==> src/rtl/ctrl_pkg.sv <==
// Shared types for the multi-cycle sequencing control unit: FSM states,
// opcode encodings, instruction classes and the datapath-enable bundle.
package ctrl_pkg;

   typedef enum logic [2:0] {
      FETCH  = 3'd0,
      DECODE = 3'd1,
      EXEC   = 3'd2,
      MEM    = 3'd3,
      WB     = 3'd4,
      TRAP   = 3'd5
   } state_e;

   localparam logic [1:0] OP_R  = 2'd0;
   localparam logic [1:0] OP_LW = 2'd1;
   localparam logic [1:0] OP_SW = 2'd2;
   localparam logic [1:0] OP_J  = 2'd3;

   typedef enum logic [2:0] {
      CLS_R,
      CLS_LW,
      CLS_SW,
      CLS_J,
      CLS_ILL
   } op_class_e;

   typedef struct packed {
      logic pc_write;
      logic ir_write;
      logic reg_dst;
      logic reg_write;
      logic alu_src;
      logic branch;
      logic mem_read;
      logic mem_write;
      logic mem_to_reg;
      logic alu_op;
      logic instr_done;
      logic halt;
   } ctrl_t;

endpackage

==> src/rtl/op_class.sv <==
// Combinational opcode classifier; any opcode with bits above [1:0] set is
// outside the defined set and maps to CLS_ILL.
module op_class
   import ctrl_pkg::*;
#(
   parameter int OP_W = 2
) (
   input  logic [OP_W-1:0] i_opcode,
   output op_class_e       o_cls
);

   logic w_high;

   generate
      if (OP_W > 2) begin : g_wide
         assign w_high = |i_opcode[OP_W-1:2];
      end else begin : g_narrow
         assign w_high = 1'b0;
      end
   endgenerate

   always_comb begin
      // NOTE: assign a default before any branch so no path leaves o_cls unassigned (no latch).
      o_cls = CLS_ILL;
      if (!w_high) begin
         case (i_opcode[1:0])
            OP_R:    o_cls = CLS_R;
            OP_LW:   o_cls = CLS_LW;
            OP_SW:   o_cls = CLS_SW;
            OP_J:    o_cls = CLS_J;
            default: o_cls = CLS_ILL;
         endcase
      end
   end

endmodule

==> src/rtl/multicycle_control.sv <==
// Multi-cycle sequencing FSM: steps each instruction through FETCH, DECODE,
// EXEC, MEM and WB, stalls on mem_ready and traps on illegal opcodes.
module multicycle_control
   import ctrl_pkg::*;
#(
   parameter int OP_W = 2
) (
   input  logic            clk,
   input  logic            reset,
   input  logic [OP_W-1:0] opcode,
   input  logic            mem_ready,
   output logic            PCWrite,
   output logic            IRWrite,
   output logic            RegDst,
   output logic            RegWrite,
   output logic            ALUsrc,
   output logic            Branch,
   output logic            MemRead,
   output logic            MemWrite,
   output logic            MemtoReg,
   output logic            ALUOp,
   output logic            instr_done,
   output logic            halt
);

   state_e          r_state;
   state_e          w_next;
   logic [OP_W-1:0] r_op_q;
   op_class_e       w_cls_live;
   op_class_e       w_cls_q;
   ctrl_t           w_ctrl;

   op_class #(.OP_W(OP_W)) u_cls_live (.i_opcode(opcode), .o_cls(w_cls_live));
   op_class #(.OP_W(OP_W)) u_cls_q    (.i_opcode(r_op_q), .o_cls(w_cls_q));

   // NOTE: sequential state uses non-blocking assignments so every register samples pre-edge values.
   always_ff @(posedge clk) begin
      if (reset) begin
         r_state <= FETCH;
         r_op_q  <= '0;
      end else begin
         r_state <= w_next;
         if (r_state == DECODE) begin
            r_op_q <= opcode;
         end
      end
   end

   always_comb begin
      w_next = r_state;
      w_ctrl = '0;
      case (r_state)
         FETCH: begin
            w_ctrl.mem_read = 1'b1;
            w_ctrl.ir_write = mem_ready;
            w_ctrl.pc_write = mem_ready;
            if (mem_ready) w_next = DECODE;
         end
         DECODE: begin
            // Only this state looks at the live opcode; later states use r_op_q.
            case (w_cls_live)
               CLS_R, CLS_LW, CLS_SW: w_next = EXEC;
               CLS_J: begin
                  w_ctrl.branch     = 1'b1;
                  w_ctrl.pc_write   = 1'b1;
                  w_ctrl.instr_done = 1'b1;
                  w_next            = FETCH;
               end
               default: w_next = TRAP;
            endcase
         end
         EXEC: begin
            w_ctrl.alu_op = 1'b1;
            case (w_cls_q)
               CLS_R:         w_next = WB;
               CLS_LW, CLS_SW: begin
                  w_ctrl.alu_src = 1'b1;
                  w_next         = MEM;
               end
               default:       w_next = TRAP;
            endcase
         end
         MEM: begin
            w_ctrl.alu_src = 1'b1;
            if (w_cls_q == CLS_LW) begin
               w_ctrl.mem_read = 1'b1;
               if (mem_ready) w_next = WB;
            end else if (w_cls_q == CLS_SW) begin
               w_ctrl.mem_write = 1'b1;
               if (mem_ready) begin
                  w_ctrl.instr_done = 1'b1;
                  w_next            = FETCH;
               end
            end else begin
               w_next = TRAP;
            end
         end
         WB: begin
            w_ctrl.reg_write  = 1'b1;
            w_ctrl.instr_done = 1'b1;
            w_ctrl.reg_dst    = (w_cls_q == CLS_R);
            w_ctrl.mem_to_reg = (w_cls_q == CLS_LW);
            w_next            = FETCH;
         end
         TRAP: begin
            w_ctrl.halt = 1'b1;
         end
         default: w_next = FETCH;
      endcase
      // Reset cycle must never expose a write enable, even from a stalled MEM.
      if (reset) w_ctrl = '0;
   end

   assign PCWrite    = w_ctrl.pc_write;
   assign IRWrite    = w_ctrl.ir_write;
   assign RegDst     = w_ctrl.reg_dst;
   assign RegWrite   = w_ctrl.reg_write;
   assign ALUsrc     = w_ctrl.alu_src;
   assign Branch     = w_ctrl.branch;
   assign MemRead    = w_ctrl.mem_read;
   assign MemWrite   = w_ctrl.mem_write;
   assign MemtoReg   = w_ctrl.mem_to_reg;
   assign ALUOp      = w_ctrl.alu_op;
   assign instr_done = w_ctrl.instr_done;
   assign halt       = w_ctrl.halt;

endmodule

==> config.mk <==
export PLATFORM = sky130hd
export DESIGN_NAME = multicycle_control
export DESIGN_NICKNAME = d
export VERILOG_FILES = /design/src/rtl/ctrl_pkg.sv /design/src/rtl/op_class.sv /design/src/rtl/multicycle_control.sv
export SDC_FILE = /design/constraint.sdc
export NUM_CORES = 1
export LEC_CHECK = 0
export ABC_AREA = 1
export CORE_AREA = 4 4 41 43
export CTS_CLUSTER_DIAMETER = 100
export DETAILED_ROUTE_END_ITERATION = 8
export DIE_AREA = 0 0 45 47
export PLACE_DENSITY = 0.68
export SYNTH_ARGS = -nofsm -noshare
export SYNTH_HDL_FRONTEND = slang
export SYNTH_SLANG_ARGS = --single-unit
==> constraint.sdc <==
create_clock -name clk -period 2.3 [get_ports clk]
set_input_delay 0.46 -clock clk [delete_from_list [all_inputs] [get_ports clk]]
set_output_delay 0.46 -clock clk [all_outputs]
set_load 0.02 [all_outputs]
==> impl_metrics.ini <==
[sta]
final.period_utilization = 0.978
rsz0062_at_grt = false
max_slew_margin = 0.829
fmax_mhz = 445
tightestPinTransition_ns = 0.256
hold_violations = 0
slew_viol_final = 0
fin_worst_skew_ns = 0.00268
setup_violations = 0
period_minus_slack_ns = 2.25

[worst_setup_path]
r2r-end = r_state[0]
worstReg2RegStart = r_op_q[0]
cp_max_fo = 9
arrival_ns = 1.79
start_kind = input pin
reg2reg_depth = 10
crit_start = reset
required_ns = 1.84
crit_type = in2out
crit_path_end_kind = output pin
r2r_slack_ns = 1.00
crit_path_end = ALUOp

[global_routing]
grt_usage = 0.136
met1_usage = 0.166
use_met2 = 0.218
grt_max_degree = 10
grt_pass1_vias = 532
gr-total-overflow = 0
grt-busiest-layer = met2
antenna_found_initial = 0
globalRouteMet3Util = 0.0153
grt_pass1_wl_um = 2070

[die]
coreArea_um2 = 1300
initial_core_util = 0.386
die_h_um = 47
fp.dieW_um = 45
fp-row-count = 13
dieArea_um2 = 2120
ios = 17

[worst_hold_path]
worstHoldPathCells = 2
min_path_type = reg2reg

[placement]
portBuffers = 16
gp_congestion = 0.765
dp_hpwl_um = 1000
place_area_um2 = 698

[final_layout]
layout.nets = 117
fillers = 136
drive_gt1_frac = 0.133
n_antenna_cell = 0
multi_input_area_um2 = 340
area.growth.synth_to_final_pct = 43.6
ff_latch_area_um2 = 100
stdcell_area_um2 = 721

[cts]
clock_sinks = 5
htree_levels = 1
cts_tree = built
cts_made_buffers = 3
hold_buffers = 0
post-cts-setup-buffer-count = 0
clk_pin_slew_ns = 0.04
clock_path_buffers = 2
cts_root_buffer = clkbuf_4
clkLatencyLatePin_ns = 0.24
ctsResizeCount = 7

[routing]
ant_nets = 0
drtPass1Iterations = 4
wl_per_cell_um = 10.1
routed_via_density = 4.77
route.vias.total = 572
first_iter_violations = 10
routed_wl_um = 1220
drc_errors = 0

[logic_synthesis]
yosysSeqAreaShare = 0.200
synth-seq-cells = 5
postSynthCellCount = 83
synth_area_leaders = dfxtp_1 (20%), ha_1 (15%), nand2_1 (13%)
synth_top_area_share = 0.200
synthesis.area_um2 = 502
yosysTopAreaCell = dfxtp_1
synth.net_count = 94
postSynthAreaPerCell_um2 = 6.04
ys_types = 18
yosys_warnings = 0

[power]
power_leakage_nw = 0.430
p_per_area_nw_per_um2 = 653
ir_drop_mv = 0.388
report.power.total_uw = 471

[run]
drv_cap = 0

[run_status]
status = complete, no violations
## cell usage after synthesis
| master | n |
|---|---|
| dfxtp_1 | 5 |
| nand4_1 | 1 |
| a21oi_1 | 4 |
| nor2_2 | 2 |
| inv_2 | 1 |
| nor2_1 | 13 |
| o21ai_0 | 4 |
| o21ai_1 | 1 |
| and3_1 | 1 |
| ha_1 | 6 |
| inv_1 | 14 |
| nand3b_1 | 1 |
| buf_2 | 1 |
| nor2_4 | 1 |
| o211a_1 | 1 |
| nand3_1 | 5 |
| nand2_2 | 4 |
| nand2_1 | 18 |
## layer usage
layer | share of wire | wire length (um)
met1 | 0.46 | 557
met5 | 0 | 0
met2 | 0.45 | 552
met4 | 0.025 | 30
met3 | 0.062 | 75
## cell type report
type,instances,area share
multi-input cells,62,0.472
repair buffers,19,0.248
flip-flops and latches,5,0.139
inverters,15,0.0781
clock buffers,4,0.0365
well taps,15,0.0260
## cell usage in the layout, fill, tap and decap left out, types with 2 or more instances in the layout
cell             netlist  layout
a21oi_1                4       4
buf_4                  0       3
clkbuf_4               0       3
clkdlybuf4s50_1        0       7
dfxtp_1                5       5
dlygate4sd2_1          0       7
dlymetal6s2s_1         0       2
ha_1                   6       6
inv_1                 14      14
nand2_1               18      18
nand2_2                4       4
nand3_1                5       5
nor2_1                13      13
nor2_2                 2       2
o21ai_0                4       4
## worst max-delay path, cell delays in order
cell and delay, ns:
clkdlybuf4s50_1 0.42, buf_4 0.18, nor2_1 0.11, clkdlybuf4s50_1 0.62
## sequential cells by signal (all words and copies together), names as in the netlist
| register | count |
|---|---|
| r_state | 3 |
| r_op_q | 2 |
## power breakdown
group          total, mW  internal (mW)  switching [mW]
clock             0.0992         0.0654          0.0338
sequential         0.124          0.105          0.0197
combinational      0.247         0.0943           0.153
total              0.471          0.264           0.206
## worst min path at each step
stage | start | endpoint | slack (ns)
3_3_place_gp | r_op_q[0] | r_op_q[0] | 0.59
2_1_floorplan | r_op_q[1] | r_op_q[1] | 0.48
3_5_place_dp | r_op_q[0] | r_op_q[0] | 0.60
5_1_grt | r_op_q[1] | r_op_q[1] | 0.65
6_report | r_op_q[0] | r_op_q[0] | 0.59
4_1_cts | r_op_q[0] | r_op_q[0] | 0.61
## logic make-up after synthesis
kind of cell	count (synthesis)	share of synthesized area
AOI/OAI and AO/OA	10	0.110
adders and majority gates	6	0.150
buffers and inverters	16	0.122
DFF	5	0.200
and+or+nand+nor	46	0.419
## through the flow
stage	instances	utilization	worst slack [ns]	TNS (ns)	hold slack (ns)
global placement	116	0.537	-0.0794	-0.222	0.587
global route	120	0.554	0.00582	0	0.651
CTS	120	0.550	0.0586	0	0.607
floorplan	83	-	0.727	0	0.478
finish	120	0.554	0.0510	0	0.593
detailed placement	116	0.537	-0.0929	-0.291	0.601
Note: power is estimated with default switching activity, not from simulation.
